$ cat config.mk
export PLATFORM = sky130hd
export DESIGN_NAME = sample_fifo_flat
export DESIGN_NICKNAME = d
export VERILOG_FILES = /design/src/rtl/audio_pkg.sv /design/src/rtl/sample_fifo_if.sv /design/src/rtl/sample_fifo_mem.sv /design/src/rtl/sample_fifo.sv /design/src/flat_wrapper.sv
export SDC_FILE = /design/constraint.sdc
export NUM_CORES = 1
export LEC_CHECK = 0
export ABC_AREA = 1
export BUFFER_PORTS_ARGS = -buffer_cell sky130_fd_sc_hd__buf_2
export CAP_MARGIN = 10
export CELL_PAD_IN_SITES_DETAIL_PLACEMENT = 0
export CELL_PAD_IN_SITES_GLOBAL_PLACEMENT = 2
export CORE_MARGIN = 4
export CORE_UTILIZATION = 37
export DETAILED_ROUTE_END_ITERATION = 6
export GPL_TIMING_DRIVEN = 0
export PLACE_DENSITY = 0.87
export REMOVE_ABC_BUFFERS = 1
export SETUP_SLACK_MARGIN = 0.5
export SLEW_MARGIN = 20
export SYNTH_ARGS = -nofsm -noshare
export SYNTH_HDL_FRONTEND = slang
export SYNTH_SLANG_ARGS = --single-unit
$ cat constraint.sdc
create_clock -name clk -period 2.3 [get_ports clk]
set_input_delay 0.345 -clock clk [delete_from_list [all_inputs] [get_ports clk]]
set_output_delay 0.345 -clock clk [all_outputs]
set_load 0.05 [all_outputs]
$ cat src/rtl/audio_pkg.sv
// audio_pkg
// Shared definitions for the audio sample path between the Pi receiver and
// the I2S shifter: default sample width, default FIFO depth and the state
// encoding of the refill-request machine.
package audio_pkg;

  localparam int SAMPLE_W   = 16;
  localparam int FIFO_DEPTH = 8;

  // REQ is the reset state because an empty FIFO always wants samples.
  typedef enum logic {
    REFILL_IDLE = 1'b0,
    REFILL_REQ  = 1'b1
  } refill_state_t;

endpackage

$ cat src/rtl/sample_fifo_if.sv
// sample_fifo_if
// Bundles the write side (Pi receiver), the read side (I2S shifter) and the
// status outputs of sample_fifo.
//   master : drives wr_en, wr_data, rd_en; observes the FIFO outputs
//   slave  : the FIFO itself
// Signals:
//   wr_en/wr_data  one-cycle write strobe and sample
//   rd_en          one-cycle read strobe, once per channel slot
//   rd_data        sample presented to the shifter, rd_valid pulses on update
//   full/empty     level == DEPTH / level == 0
//   level          current occupancy
//   refill_req     hysteretic request for more samples
//   overrun        pulse: a write was dropped
//   underrun       pulse: a read hit an empty FIFO
interface sample_fifo_if import audio_pkg::*; #(
  parameter int DATA_W = SAMPLE_W,
  parameter int DEPTH  = FIFO_DEPTH
);

  localparam int LEVEL_W = $clog2(DEPTH) + 1;

  logic               wr_en;
  logic [DATA_W-1:0]  wr_data;
  logic               rd_en;
  logic [DATA_W-1:0]  rd_data;
  logic               rd_valid;
  logic               full;
  logic               empty;
  logic [LEVEL_W-1:0] level;
  logic               refill_req;
  logic               overrun;
  logic               underrun;

  modport master (
    output wr_en, wr_data, rd_en,
    input  rd_data, rd_valid, full, empty, level, refill_req, overrun, underrun
  );

  modport slave (
    input  wr_en, wr_data, rd_en,
    output rd_data, rd_valid, full, empty, level, refill_req, overrun, underrun
  );

endinterface

$ cat src/rtl/sample_fifo_mem.sv
// sample_fifo_mem
// DEPTH x DATA_W register array, one synchronous write port and one
// synchronous read port. No reset: contents are only meaningful where the
// owning FIFO's pointers say they are.
// Ports:
//   clk              clock
//   wr_en/wr_addr/wr_data  write port
//   rd_en/rd_addr    read port, rd_data registered, holds when rd_en=0
module sample_fifo_mem import audio_pkg::*; #(
  parameter int DATA_W = SAMPLE_W,
  parameter int DEPTH  = FIFO_DEPTH,
  localparam int ADDR_W = $clog2(DEPTH)
) (
  input  logic              clk,
  input  logic              wr_en,
  input  logic [ADDR_W-1:0] wr_addr,
  input  logic [DATA_W-1:0] wr_data,
  input  logic              rd_en,
  input  logic [ADDR_W-1:0] rd_addr,
  output logic [DATA_W-1:0] rd_data
);

  logic [DATA_W-1:0] mem [DEPTH];

  // A same-address write and read returns the old entry, which is what the
  // full-FIFO simultaneous read/write needs.
  always_ff @(posedge clk) begin
    if (wr_en) mem[wr_addr] <= wr_data;
    if (rd_en) rd_data <= mem[rd_addr];
  end

endmodule

$ cat src/rtl/sample_fifo.sv
// sample_fifo
// Sample buffer between the Pi receiver and the I2S shifter. Holds the
// pointers, the registered occupancy level, overrun/underrun detection and
// the hysteretic refill-request machine; storage lives in sample_fifo_mem.
// Ports:
//   clk   sole clock
//   rst   synchronous active-high reset
//   bus   sample_fifo_if slave: write/read strobes and all status outputs
module sample_fifo import audio_pkg::*; #(
  parameter int DATA_W  = SAMPLE_W,
  parameter int DEPTH   = FIFO_DEPTH,
  parameter int LOW_WM  = 2,
  parameter int HIGH_WM = 6
) (
  input  logic         clk,
  input  logic         rst,
  sample_fifo_if.slave bus
);

  localparam int ADDR_W  = $clog2(DEPTH);
  localparam int LEVEL_W = ADDR_W + 1;

  logic [ADDR_W-1:0]  wr_ptr, rd_ptr;
  logic [LEVEL_W-1:0] level_q, level_nxt;
  logic               full, empty;
  logic               wr_acc, rd_acc;
  logic               rd_zero;
  logic               rd_valid_q, overrun_q, underrun_q;
  logic [DATA_W-1:0]  mem_rd_data;
  refill_state_t      state_q, state_nxt;

  assign full  = (level_q == LEVEL_W'(DEPTH));
  assign empty = (level_q == '0);

  // A read frees a slot in the same cycle, so a full FIFO still accepts a
  // write paired with a read. Reads on an empty FIFO never see the write of
  // the same cycle (no fall-through).
  assign wr_acc = bus.wr_en && (!full || bus.rd_en) && !rst;
  assign rd_acc = bus.rd_en && !empty && !rst;

  always_comb begin
    level_nxt = level_q;
    if (wr_acc && !rd_acc)      level_nxt = level_q + LEVEL_W'(1);
    else if (!wr_acc && rd_acc) level_nxt = level_q - LEVEL_W'(1);
  end

  // rd_zero masks the memory read register, giving silence after reset and
  // after an underrun without needing a reset on the storage itself.
  always_ff @(posedge clk) begin
    if (rst) begin
      wr_ptr     <= '0;
      rd_ptr     <= '0;
      level_q    <= '0;
      rd_zero    <= 1'b1;
      rd_valid_q <= 1'b0;
      overrun_q  <= 1'b0;
      underrun_q <= 1'b0;
    end else begin
      if (wr_acc) wr_ptr <= wr_ptr + ADDR_W'(1);
      if (rd_acc) rd_ptr <= rd_ptr + ADDR_W'(1);
      level_q    <= level_nxt;
      rd_valid_q <= bus.rd_en;
      overrun_q  <= bus.wr_en && full && !bus.rd_en;
      underrun_q <= bus.rd_en && empty;
      if (bus.rd_en) rd_zero <= empty;
    end
  end

  // Refill request state register.
  always_ff @(posedge clk) begin
    if (rst) state_q <= REFILL_REQ;
    else     state_q <= state_nxt;
  end

  // Hysteresis on the level the FIFO is about to have, so the request
  // changes on the same edge the level crosses a watermark.
  always_comb begin
    state_nxt = state_q;
    case (state_q)
      REFILL_IDLE: if (level_nxt <= LEVEL_W'(LOW_WM))  state_nxt = REFILL_REQ;
      REFILL_REQ:  if (level_nxt >= LEVEL_W'(HIGH_WM)) state_nxt = REFILL_IDLE;
      default:     state_nxt = REFILL_REQ;
    endcase
  end

  sample_fifo_mem #(
    .DATA_W (DATA_W),
    .DEPTH  (DEPTH)
  ) u_mem (
    .clk     (clk),
    .wr_en   (wr_acc),
    .wr_addr (wr_ptr),
    .wr_data (bus.wr_data),
    .rd_en   (rd_acc),
    .rd_addr (rd_ptr),
    .rd_data (mem_rd_data)
  );

  assign bus.rd_data    = rd_zero ? '0 : mem_rd_data;
  assign bus.rd_valid   = rd_valid_q;
  assign bus.full       = full;
  assign bus.empty      = empty;
  assign bus.level      = level_q;
  assign bus.refill_req = (state_q == REFILL_REQ);
  assign bus.overrun    = overrun_q;
  assign bus.underrun   = underrun_q;

endmodule

$ cat src/flat_wrapper.sv
// flat-port wrapper written by rule: the top's interface ports become plain ports
module sample_fifo_flat import audio_pkg::*;
#(
  parameter int DATA_W  = SAMPLE_W,
  parameter int DEPTH   = FIFO_DEPTH,
  parameter int LOW_WM  = 2,
  parameter int HIGH_WM = 6
)
  (clk, rst, bus_wr_en, bus_wr_data, bus_rd_en, bus_rd_data, bus_rd_valid, bus_full, bus_empty, bus_level, bus_refill_req, bus_overrun, bus_underrun);
  sample_fifo_if #(.DATA_W(DATA_W), .DEPTH(DEPTH)) bus_i ();
  input  logic clk;
  input  logic rst;
  input wire logic [$bits(bus_i.wr_en)-1:0] bus_wr_en;
  input wire logic [$bits(bus_i.wr_data)-1:0] bus_wr_data;
  input wire logic [$bits(bus_i.rd_en)-1:0] bus_rd_en;
  output wire logic [$bits(bus_i.rd_data)-1:0] bus_rd_data;
  output wire logic [$bits(bus_i.rd_valid)-1:0] bus_rd_valid;
  output wire logic [$bits(bus_i.full)-1:0] bus_full;
  output wire logic [$bits(bus_i.empty)-1:0] bus_empty;
  output wire logic [$bits(bus_i.level)-1:0] bus_level;
  output wire logic [$bits(bus_i.refill_req)-1:0] bus_refill_req;
  output wire logic [$bits(bus_i.overrun)-1:0] bus_overrun;
  output wire logic [$bits(bus_i.underrun)-1:0] bus_underrun;
  assign bus_i.wr_en = bus_wr_en;
  assign bus_i.wr_data = bus_wr_data;
  assign bus_i.rd_en = bus_rd_en;
  assign bus_rd_data = bus_i.rd_data;
  assign bus_rd_valid = bus_i.rd_valid;
  assign bus_full = bus_i.full;
  assign bus_empty = bus_i.empty;
  assign bus_level = bus_i.level;
  assign bus_refill_req = bus_i.refill_req;
  assign bus_overrun = bus_i.overrun;
  assign bus_underrun = bus_i.underrun;
  sample_fifo #(.DATA_W(DATA_W), .DEPTH(DEPTH), .LOW_WM(LOW_WM), .HIGH_WM(HIGH_WM)) u_core (.clk(clk), .rst(rst), .bus(bus_i));
endmodule
### Word-level counts from Yosys, hierarchy flattened

Memory sizes are Yosys's and may differ from the RTL's. A register that Yosys moved wholly into a read port is not among the register bits.
Cells that the tools add are included.

* flip-flop bits (word level): 15
* bits in writable memories: 128
* logic and storage cells: 42
* memories kept: 1

Memories
* u_core.u_mem.mem: words 8, width 16, read ports 1, clocked after Yosys merged registers in 1, wr ports 1, line sample_fifo_mem.sv:23 `logic [DATA_W-1:0] mem [DEPTH];`

* $add $sub $neg: 4
* $lt $le $gt $ge: 2
* equal/unequal tests: 1
* multiplexer cells: 8
* bitwise gates (word level): 1
* reductions and logical operators: 17

Operator list (count)
* $mux W16: 1
* $logic_and A1 B1 Y1: 9
* $mux W4: 2
* $add A3 B1 Y3 const B: 2
* $logic_not A1 Y1: 6
* $add A4 B1 Y4 const B: 1
* $eq A4 B4 Y1 const B: 1
* $ge A4 B3 Y1 const B: 1
* $le A4 B2 Y1 const B: 1
* $logic_not A4 Y1: 1
* $mux W1: 4
* $sub A4 B1 Y4 const B: 1
* $pmux W1 S2: 1
* $logic_or A1 B1 Y1: 1
* $not A1 Y1: 1

### Longest topological paths before layout

Gate-level depths: netlist of run 1.

* depth in word-level cells: 12
* mapped depth: 14

### Hierarchy

From an unflattened synthesis of run 1, not the netlist that was laid out.

* cells, all modules: 731
* area total of the unflattened synthesis: 7113.1 µm²

By module, submodules not included
* sample_fifo_mem: times used 1, cells an instance 587, area each 6149.6 µm², sequential area each 4324.1 µm²
* sample_fifo: times used 1, cells an instance 144, area each 963.4 µm², sequential area each 300.3 µm²

### Least setup slack after synthesis of run 1

Ideal clock, no wire load.

* path type: register to register
* start: register u_core.level_q[0] (netlist: u_core.bus.level[0])
* end: memory u_core.u_mem.mem[0][0] (netlist bit) (enable)
* setup time: 0.388 ns
* data arrival time: 2.403 ns
* slack: -0.491 ns
* stages on the path, launching flop included: 10
* path buffers: 0
* cell sequence: dfxtp_1 -> inv_1 -> ha_1 -> nand2_2 -> nor2_4 -> nand2_4 -> nand2_4 -> inv_2 -> nand2_1 -> nor2_1

* longest elaborated chain between the ends: 7

RTL lines
* start, declared: line sample_fifo.sv:24 `logic [LEVEL_W-1:0] level_q, level_nxt;`
* start signal, assigned: line sample_fifo.sv:61 `level_q <= level_nxt;`
* $eq A4 B4 Y1: line sample_fifo.sv:32 `assign full = (level_q == LEVEL_W'(DEPTH));`
* via bus_full: line flat_wrapper.sv:18 `output wire logic [$bits(bus_i.full)-1:0] bus_full;`
* $logic_not A1 Y1: line sample_fifo.sv:38 `assign wr_acc = bus.wr_en && (!full || bus.rd_en) && !rst;`
* $logic_or A1 B1 Y1: line sample_fifo.sv:38
* $logic_and A1 B1 Y1 (2 in a row): line sample_fifo.sv:38
* $mux W1: line sample_fifo_mem.sv:28 `if (wr_en) mem[wr_addr] <= wr_data;`
* $mux W1 (implied by the code): line sample_fifo_mem.sv:28
* end, declared: line sample_fifo_mem.sv:23

The timed path passes the listed nets, and every way through them passes these cells.

### Final worst setup path of run 1

* start: register u_core.level_q[0] (netlist: u_core.bus.level[0])
* end: memory u_core.u_mem.mem[4][11] (netlist bit) (enable)

* longest elaborated chain between the ends: 7

RTL lines (line)
* $eq A4 B4 Y1: sample_fifo.sv:32
* $logic_not A1 Y1: sample_fifo.sv:38
* $logic_or A1 B1 Y1: sample_fifo.sv:38
* $logic_and A1 B1 Y1 (2 in a row): sample_fifo.sv:38
* $mux W1: sample_fifo_mem.sv:28
* $mux W1 (implied by the code): sample_fifo_mem.sv:28

No other way between the ends.

==> results.sh, run 1 <==
export IMPL_hold_violations=0
export IMPL_root_buffer="clkbuf_16"
export IMPL_grt_max_degree=67
export IMPL_period_minus_slack_ns=1.738
export IMPL_grt_overflow=0
export IMPL_p_clk_frac=0.372
export IMPL_max_freq_mhz=575.5
export IMPL_syn_area_per_cell_sq_um=11.96
export IMPL_dr_first_iter_drc_count=290
export IMPL_critPathMaxFanout=7
export IMPL_min_delay_start="bus_wr_data[10]"
export IMPL_cts_made_buffers=17
export IMPL_tns_ns=0
export IMPL_netlist_area_sq_um=6420
export IMPL_drcViolationCount=0
export IMPL_yosysWarnings=0
export IMPL_layout_common_cells="edfxtp_1, nor2_1, o21ai_0"
export IMPL_clk_pin_slew_ns=0.06
export IMPL_layout_drive_gt1_share=0.2464
export IMPL_ir_worst_vdd_mv=0.5149
export IMPL_die_w_um=139.7
export IMPL_cts_tree="built"
export IMPL_drt_vias_per_instance=5.026
export IMPL_areaGrowthSynthToFinish_pct=22.84
export IMPL_track_usage=0.1492
export IMPL_rsz0062_at_grt="yes"
export IMPL_clock_skew_ns=0.005610
export IMPL_cts_htree_levels=4
export IMPL_pwr_share_seq=0.472
export IMPL_postRouteAntennaNets=0
export IMPL_cap_viol_max_count=0
export IMPL_gp_congestion=0.6938
export IMPL_fillers=1477
export IMPL_final_common_cell="edfxtp_1"
export IMPL_cts_hold_buf=0
export IMPL_clock_sinks=159
export IMPL_worst_setup_path_type="flip-flop to flip-flop"
export IMPL_dp_hpwl_um=7558
export IMPL_yosysUniqueCellTypes=30
export IMPL_ys_ff_latch=159
export IMPL_vias=4212
export IMPL_antenna_found_initial=1
export IMPL_die_h_um=139.7
export IMPL_clkLatencyLatePin_ns=0.42
export IMPL_holdCritPathClass="input pin to flip-flop"
export IMPL_grt_pass1_vias=4073
export IMPL_cp_arrival_ns=1.87
export IMPL_cp_startpoint="u_core.bus.level[0]$_SDFF_PP0_"
export IMPL_timing_final_max_slew_violations=0
export IMPL_initial_core_util=0.3817
export IMPL_drtPass1Iterations=5
export IMPL_hold_ws_ns=0.1884
export IMPL_timing_final_crit_share=0.7555
export IMPL_worst_pin_slew_ns=0.7005
export IMPL_dieArea_sq_um=19520
export IMPL_worst_ep_required_time_ns=2.43
export IMPL_post_route_cell_area_sq_um=7886
export IMPL_portBuffers=45
export IMPL_r2r_start="u_core.bus.level[0]$_SDFF_PP0_"
export IMPL_finalPower_mw=7.090
export IMPL_synth_seq_area_share=0.7203
export IMPL_p_int_mw=5.113
export IMPL_pwr_density_cell_nw_per_um2=899.1
export IMPL_ios=46
export IMPL_dpl_instance_area_sq_um=6913
export IMPL_slew_headroom=0.5323
export IMPL_final_nets=628
export IMPL_clk_path_buf_depth=2
export IMPL_routed_wl_um=14590
export IMPL_grt_pass1_wl_um=22270
export IMPL_p_comb_frac=0.156
export IMPL_end_kind="flip-flop"
export IMPL_wl_per_cell_um=17.40
export IMPL_core_sq_um=16820
export IMPL_postSynthCellCount=537
export IMPL_outcome="finished, final reports clean"
export IMPL_cp_start_kind="flip-flop"
export IMPL_p_leak_nw=2.881
export IMPL_rows=47
export IMPL_finalSetupViolations=0
export IMPL_swShare=0.2789
export IMPL_switchingPower_mw=1.977
## sequential cells by signal (all words and copies together), names as in the netlist
name and count:
u_core.bus.level 4, u_core.bus.overrun 1, u_core.bus.rd_valid 1, u_core.bus.refill_req 1
u_core.bus.underrun 1, u_core.rd_ptr 3, u_core.rd_zero 1, u_core.u_mem.mem 128
u_core.u_mem.rd_data 16, u_core.wr_ptr 3
## layout make-up
type                       instances  area (sq um)  area share
multi-input combinational        314          1630      0.2067
antenna                            1         2.502   0.0003173
tap                              220         275.3     0.03490
inverter                          37         161.4     0.02047
sequential                       159          4642      0.5886
clock inverter                    15         133.9     0.01698
clock buffer                      17         425.4     0.05394
timing repair buffer              75         615.6     0.07806
## metrics by stage
| step | setup slack [ns] | util | cells |
|---|---|---|---|
| 2_1_floorplan | -0.5447 | - | 510 |
| 3_3_place_gp | -1.825 | 0.4036 | 775 |
| 3_5_place_dp | -0.2013 | 0.4110 | 780 |
| 4_1_cts | 0.4822 | 0.4631 | 831 |
| 5_1_grt | 0.4704 | 0.4689 | 838 |
| 6_report | 0.5623 | 0.4689 | 838 |
## logic make-up (layout without fill, tap and decap cells)
family,count (synthesis),in the layout,synth area share
AND/OR/NAND/NOR,199,199,0.1345
AO/OA/AOI/OAI,109,109,0.09121
adder cells (fa/ha/maj),4,4,0.007796
other,0,1,0
XOR/XNOR,2,2,0.002729
buffers and inverters,64,144,0.04346
flip-flops,159,159,0.7203
## cells in the mapped netlist
| library cell | number | area (sq um) |
|---|---|---|
| dfxtp_1 | 15 | 300.3 |
| nor2_4 | 2 | 22.52 |
| nand4_2 | 1 | 12.51 |
| inv_2 | 3 | 11.26 |
| clkbuf_1 | 14 | 52.55 |
| nand3_1 | 8 | 40.04 |
| xnor2_1 | 2 | 17.52 |
| nand2_8 | 1 | 20.02 |
| buf_2 | 7 | 35.03 |
| buf_6 | 2 | 22.52 |
| nand3_4 | 1 | 17.52 |
| edfxtp_1 | 144 | 4324 |
| a21oi_1 | 10 | 50.05 |
| buf_4 | 2 | 15.01 |
| inv_1 | 31 | 116.4 |
| nand2_2 | 4 | 25.02 |
| nor2_2 | 1 | 6.260 |
| buf_1 | 2 | 7.510 |
| inv_4 | 3 | 18.77 |
| nand3_2 | 2 | 20.02 |
| nor2_1 | 142 | 533.0 |
| nor3_1 | 2 | 10.01 |
| nand2_1 | 31 | 116.4 |
| o21ai_0 | 57 | 285.3 |
| nand2_4 | 3 | 33.78 |
| o22ai_1 | 16 | 100.1 |
| nand4_1 | 1 | 6.260 |
| a31oi_1 | 16 | 100.1 |
| ha_1 | 4 | 50.05 |
| o21ai_1 | 10 | 50.05 |
## metal layers
layer,track usage,part of all wire,vias up
met4,0.06170,0.022,0
li1,-,-,2025
met3,0.02916,0.034,22
met2,0.2674,0.54,94
met1,0.1746,0.41,2071
met5,0,0,-
## final timing paths
check                                                         end  slack [ns]  cells after the start
worst max register to register  u_core.u_mem.mem[4][11]$_DFFE_PP_        0.56                     10
worst min-delay path            u_core.u_mem.mem[0][10]$_DFFE_PP_        0.19                      1
worst max-delay path            u_core.u_mem.mem[4][11]$_DFFE_PP_        0.56                     10
worst min register to register      u_core.wr_ptr[0]$_SDFFE_PP0P_        0.50                      2
## critical path, cell delays in order (launching register included)
cell     delay, ns
dfxtp_4       0.36
inv_4         0.04
ha_4          0.17
nand2_4       0.07
nor2_4        0.05
nand2_4       0.08
nand2_4       0.09
inv_2         0.11
nand2_4       0.12
nor2_4        0.17
buf_4         0.19
## power groups by stage
stage	registers, mW	logic, mW	clock network (mW)
floorplan	3.48	0.605	0
global placement	3.46	0.888	0
detailed placement	3.44	0.946	0
CTS	3.35	1.05	2.69
global route	3.36	1.21	2.82
finish	3.35	1.11	2.64
## timing repair
action / 4_1_cts / 5_1_grt
cloned: 1 / 0
gates resized for setup: 28 / 13
hold endpoints to repair: 0 / 0
pin swaps: 10 / 9
setup buffers: 18 / 6
endpoints found under the setup margin: 166 / 84
(Power assumes the default switching activity.)
==> run 2: changes to the inputs <==
--- a/config.mk
+++ b/config.mk
@@ -11,10 +11,10 @@
 export CELL_PAD_IN_SITES_DETAIL_PLACEMENT = 0
 export CELL_PAD_IN_SITES_GLOBAL_PLACEMENT = 2
 export CORE_MARGIN = 4
-export CORE_UTILIZATION = 37
+export CORE_UTILIZATION = 41
 export DETAILED_ROUTE_END_ITERATION = 6
 export GPL_TIMING_DRIVEN = 0
-export PLACE_DENSITY = 0.87
+export PLACE_DENSITY = 0.91
 export REMOVE_ABC_BUFFERS = 1
 export SETUP_SLACK_MARGIN = 0.5
 export SLEW_MARGIN = 20
==> constraint.sdc (replaced) <==
create_clock -name clk -period 1.82 [get_ports clk]
set_input_delay 0.273 -clock clk [delete_from_list [all_inputs] [get_ports clk]]
set_output_delay 0.273 -clock clk [all_outputs]
set_load 0.05 [all_outputs]
==> run 2 against run 1 <==
- sequential power rose by 25%
- worst setup slack got worse by 0.47 ns
- design area rose by 20%
- worst hold slack got worse by 0.079 ns
- via count rose by 14%
- register-to-register slack got worse by 0.47 ns
- non-clock buffer count rose by 43
- first-iteration DRC count rose by 49%
- combinational power rose by 110%
- clock power rose by 42%
- highest routed layer is now met5
==> results.sh, run 2 (same netlist as run 1, synthesis figures left out) <==
export IMPL_core_sq_um=15260
export IMPL_ir_worst_vdd_mv=0.7894
export IMPL_clock_sinks=159
export IMPL_crit_slowest_cell="dfxtp_4"
export IMPL_routed_wl_um=19030
export IMPL_wl_per_cell_um=21.65
export IMPL_worst_pin_slew_ns=0.3186
export IMPL_gp_congestion=0.7552
export IMPL_hold_depth=1
export IMPL_max_stage_delay_ns=0.36
export IMPL_clk_pin_slew_ns=0.06
export IMPL_initial_core_util=0.4207
export IMPL_fin_ws_ns=0.09390
export IMPL_grt_pass1_vias=4489
export IMPL_die_w_um=133.1
export IMPL_end_kind="flip-flop"
export IMPL_final_common_cell="edfxtp_1"
export IMPL_utilization=0.6189
export IMPL_drt_vias_per_instance=5.452
export IMPL_outcome="finished, final reports clean"
export IMPL_dp_cells=771
export IMPL_pwr_density_cell_nw_per_um2=1092
export IMPL_dieArea_sq_um=17720
export IMPL_layout_common_cells="edfxtp_1, nor2_1, nor2_4"
export IMPL_vias=4792
export IMPL_grt_pass1_wl_um=25500
export IMPL_cts_hold_buf=0
export IMPL_worst_setup_path_type="flip-flop to flip-flop"
export IMPL_track_usage=0.1947
export IMPL_antenna_found_initial=1
export IMPL_clkLatencyLatePin_ns=0.43
export IMPL_postRouteAntennaNets=0
export IMPL_holdCritPathClass="input pin to flip-flop"
export IMPL_portBuffers=45
export IMPL_met1_usage=0.2410
export IMPL_max_freq_mhz=579.3
export IMPL_use_met3=0.05060
export IMPL_rows=45
export IMPL_finalNonFillerCells=879
export IMPL_final_nets=679
export IMPL_die_h_um=133.1
export IMPL_cap_viol_max_count=0
export IMPL_grt_overflow=0
export IMPL_clk_path_buf_depth=2
export IMPL_critPathMaxFanout=8
export IMPL_timing_final_crit_share=0.9484
export IMPL_post_route_cell_area_sq_um=9443
export IMPL_finalPower_mw=10.31
export IMPL_clock_skew_ns=0.008679
export IMPL_dr_first_iter_drc_count=433
export IMPL_dpl_instance_area_sq_um=6902
export IMPL_drtPass1Iterations=5
export IMPL_drcViolationCount=0
export IMPL_cts_htree_levels=4
export IMPL_grt_max_degree=34
export IMPL_timing_final_max_slew_violations=0
export IMPL_r2r_cells=10
export IMPL_grt_busiest_layer="met2"
export IMPL_slew_headroom=0.7873
export IMPL_cp_arrival_ns=1.87
export IMPL_root_buffer="clkbuf_16"
export IMPL_layout_drive_gt1_share=0.4251
export IMPL_ios=46
export IMPL_hold_violations=0
export IMPL_worst_ep_required_time_ns=1.96
export IMPL_dpl_worst_slack_ns=-0.6403
export IMPL_areaGrowthSynthToFinish_pct=47.09
export IMPL_crit_chain="inv_4, ha_4, nand2_4, nor2_4, nand2_4, nand2_8, inv_8, nand2_8, nor2_4, clkbuf_16"
export IMPL_cts_made_buffers=17
export IMPL_p_leak_nw=3.406
export IMPL_finalSetupViolations=0
export IMPL_regMostFlops="u_core.u_mem.mem"
export IMPL_num_antenna_cells=0
export IMPL_dp_hpwl_um=7498
export IMPL_rsz0062_at_grt="yes"
export IMPL_period_minus_slack_ns=1.726
export IMPL_largest_register_ffs=128
export IMPL_globalRouteMet2Util=0.3282
export IMPL_cts_tree="built"
export IMPL_cp_start_kind="flip-flop"
==> run 2: worst paths after layout <==
kind	from	endpoint	slack [ns]
hold / removal	bus_wr_data[5]	u_core.u_mem.mem[6][5]$_DFFE_PP_	0.11
setup reg to reg	u_core.bus.level[1]$_SDFF_PP0_	u_core.u_mem.mem[2][9]$_DFFE_PP_	0.09
setup / recovery	u_core.bus.level[1]$_SDFF_PP0_	u_core.u_mem.mem[2][9]$_DFFE_PP_	0.09
hold reg to reg	u_core.wr_ptr[0]$_SDFFE_PP0P_	u_core.wr_ptr[0]$_SDFFE_PP0P_	0.53
==> run 2: area by class of cell <==
cell class / instances / area (sq um)
fillers: 1073 / 5816
flip-flops and latches: 159 / 4651
multi-input cells: 314 / 2085
repair buffers: 118 / 1486
clock buffers: 18 / 429.2
well taps: 211 / 264.0
inverters: 37 / 221.5
clock inverters: 14 / 188.9
repair inverters: 8 / 117.6
==> run 2: where the power goes <==
| part | leakage, nW | internal [mW] | switching (mW) | total [mW] |
|---|---|---|---|---|
| logic | 1.68 | 0.963 | 1.40 | 2.36 |
| registers | 1.43 | 4.13 | 0.0782 | 4.20 |
| clock network | 0.299 | 2.30 | 1.45 | 3.75 |
| total | 3.41 | 7.39 | 2.93 | 10.3 |
==> run 2: critical path, delay by kind of cell, from the launching register on <==
family | cells | cell delay (ns)
AND/OR/NAND/NOR | 6 | 0.56
flip-flops | 1 | 0.36
buffers and inverters | 3 | 0.34
adder cells (fa/ha/maj) | 1 | 0.17
==> run 2: per-stage QoR <==
step                      hold slack, ns  TNS, ns
after floorplan                   0.3421  -145.51
after global placement            0.4779  -211.33
after detailed placement          0.4886   -77.66
after CTS                        0.09637        0
after global routing              0.1022        0
final                             0.1093        0
==> run 2: what timing repair did <==
action                     in CTS  in global routing
pin swaps                      25                 55
buffers inserted               42                 17
gates cloned                    9                  8
resized for setup             170                126
setup endpoints to repair     195                194
==> run 2: per-layer routing <==
metal | up-vias | wire length, um | share of wire
li1 | 2128 | - | -
met2 | 231 | 9517 | 0.50
met5 | - | 13 | 0.00068
met3 | 47 | 1490 | 0.078
met1 | 2384 | 7303 | 0.38
met4 | 2 | 700 | 0.037
==> run 3: changes to the inputs <==
--- a/config.mk
+++ b/config.mk
@@ -15,6 +15,7 @@
 export DETAILED_ROUTE_END_ITERATION = 6
 export GPL_TIMING_DRIVEN = 0
 export PLACE_DENSITY = 0.91
+export RECOVER_POWER = 100
 export REMOVE_ABC_BUFFERS = 1
 export SETUP_SLACK_MARGIN = 0.5
 export SLEW_MARGIN = 20
==> run 3 against run 2 <==
- total power decreased by 1.9%
- register-to-register slack got worse by 0.03 ns
- clock power about the same
- clock skew decreased by 0.00055 ns
- count of clock-buffer cells in the layout unchanged
- wire length decreased by 0.59%
- global-route usage unchanged
- die area unchanged
- via count decreased by 0.46%
- highest routed layer is now met4
==> results.sh, run 3 (same netlist as run 1, synthesis figures left out) <==
export IMPL_drt_vias_per_instance=5.427
export IMPL_met3_length_um=1356
export IMPL_end_kind="flip-flop"
export IMPL_pwr_density_cell_nw_per_um2=1113
export IMPL_final_nets=679
export IMPL_cts_tree="built"
export IMPL_clk_pin_slew_ns=0.06
export IMPL_hold_violations=0
export IMPL_fillers=1136
export IMPL_worst_setup_path_type="flip-flop to flip-flop"
export IMPL_dr_wl_met2_um=9447
export IMPL_pwr_share_seq=0.415
export IMPL_clkLatencyLatePin_ns=0.43
export IMPL_rows=45
export IMPL_core_sq_um=15260
export IMPL_timing_final_max_slew_violations=0
export IMPL_p_leak_nw=3.253
export IMPL_fin_ws_ns=0.06001
export IMPL_timing_final_crit_share=0.9670
export IMPL_top_layer_used="met4"
export IMPL_layout_common_cells="edfxtp_1, nor2_1, nor2_4, o21ai_0, buf_4"
export IMPL_clock_skew_ns=0.008125
export IMPL_vias=4770
export IMPL_portBuffers=45
export IMPL_cts_made_buffers=17
export IMPL_period_minus_slack_ns=1.760
export IMPL_grt_pass1_vias=4489
export IMPL_cap_viol_max_count=0
export IMPL_worst_pin_slew_ns=0.6284
export IMPL_ir_worst_vdd_mv=0.7835
export IMPL_outcome="finished, final reports clean"
export IMPL_switchingPower_mw=2.877
export IMPL_rsz0062_at_grt="yes"
export IMPL_wl_per_cell_um=21.52
export IMPL_critPathMaxFanout=8
export IMPL_dpl_worst_slack_ns=-0.6403
export IMPL_track_usage=0.1947
export IMPL_largest_register_ffs=128
export IMPL_initial_core_util=0.4207
export IMPL_root_buffer="clkbuf_16"
export IMPL_num_antenna_cells=0
export IMPL_ios=46
export IMPL_slew_headroom=0.5829
export IMPL_finalSetupViolations=0
export IMPL_die_w_um=133.1
export IMPL_finalPower_mw=10.12
export IMPL_cts_htree_levels=4
export IMPL_dr_first_iter_drc_count=422
export IMPL_final_common_cell="edfxtp_1"
export IMPL_areaGrowthSynthToFinish_pct=41.59
export IMPL_clock_sinks=159
export IMPL_p_comb_frac=0.215
export IMPL_grt_max_degree=34
export IMPL_drcViolationCount=0
export IMPL_wl_met1_um=7476
export IMPL_holdCritPathClass="input pin to flip-flop"
export IMPL_cp_arrival_ns=2.03
export IMPL_worst_ep_required_time_ns=2.09
export IMPL_swShare=0.2843
export IMPL_drtPass1Iterations=5
export IMPL_grt_pass1_wl_um=25500
export IMPL_regMostFlops="u_core.u_mem.mem"
export IMPL_dieArea_sq_um=17720
export IMPL_postRouteAntennaNets=0
export IMPL_gp_congestion=0.7552
export IMPL_p_int_mw=7.243
export IMPL_grt_overflow=0
export IMPL_die_h_um=133.1
export IMPL_routed_wl_um=18910
export IMPL_clk_path_buf_depth=2
export IMPL_dp_hpwl_um=7498
export IMPL_antenna_found_initial=0
export IMPL_p_clk_frac=0.369
export IMPL_cts_hold_buf=0
export IMPL_layout_drive_gt1_share=0.3817
export IMPL_max_freq_mhz=568.2
export IMPL_tns_ns=0
export IMPL_cp_start_kind="flip-flop"
## run 3: cell types whose count changed in the layout (fill, tap and decap cells not counted), sizes merged
cell	previous run	this run
clkinv	8	7
clkbuf	23	65
buf	113	71
inv	43	44
## run 3: layout make-up
class / instances / area [sq um] / area share
clock inverter: 14 / 188.9 / 0.02078
sequential: 159 / 4643 / 0.5108
tap: 211 / 264.0 / 0.02904
clock buffer: 18 / 429.2 / 0.04721
timing repair buffer: 118 / 1217 / 0.1339
inverter: 37 / 219.0 / 0.02409
multi-input combinational: 314 / 2044 / 0.2249
timing repair inverter: 8 / 83.83 / 0.009222
## run 3: path summary, 6_finish.rpt
| path | from | to | slack, ns | depth (start not counted) |
|---|---|---|---|---|
| setup / recovery | u_core.rd_ptr[0]$_SDFFE_PP0P_ | u_core.u_mem.rd_data[2]$_DFFE_PP_ | 0.06 | 7 |
| setup reg to reg | u_core.rd_ptr[0]$_SDFFE_PP0P_ | u_core.u_mem.rd_data[2]$_DFFE_PP_ | 0.06 | 7 |
| hold / removal | bus_rd_en | u_core.bus.underrun$_SDFF_PP0_ | 0.18 | 3 |
| hold reg to reg | u_core.wr_ptr[0]$_SDFFE_PP0P_ | u_core.wr_ptr[0]$_SDFFE_PP0P_ | 0.53 | 2 |
## run 3: power by group through the flow
stage | Clock, mW | Sequential [mW] | Combinational, mW
global placement | 0 | 4.37 | 1.12
CTS | 3.76 | 4.19 | 1.93
detailed placement | 0 | 4.35 | 1.19
global route | 3.92 | 4.21 | 2.31
floorplan | 0 | 4.39 | 0.765
finish | 3.74 | 4.20 | 2.18
## run 3: worst max-delay path, cell delays in order, from the launching register on
cell      delay [ns]
dfxtp_1         0.45
buf_6           0.15
buf_12          0.14
clkbuf_2        0.37
nor2_1          0.11
o22ai_1         0.18
nor2_1          0.07
a31oi_1         0.14
## run 3: repair_timing
action	4_1_cts	5_1_grt
gates resized for setup	170	126
cloned	9	8
endpoints found under the setup margin	195	194
setup buffers	42	17
pin swaps	25	55
## run 3: metal layers
metal | up-vias | global-route usage
met5 | - | 0
met4 | 0 | 0.07657
met3 | 40 | 0.05060
met2 | 214 | 0.3282
met1 | 2387 | 0.2410
li1 | 2129 | -
## run 3: metrics by stage
step / util / instance area (sq um) / hold WS, ns / instances
final: 0.5957 / 9090 / 0.1838 / 879
after floorplan: - / 6287 / 0.3421 / 510
after global routing: 0.5957 / 9090 / 0.1825 / 879
after global placement: 0.4441 / 6777 / 0.4779 / 766
after CTS: 0.5692 / 8685 / 0.09637 / 854
after detailed placement: 0.4523 / 6902 / 0.4886 / 771
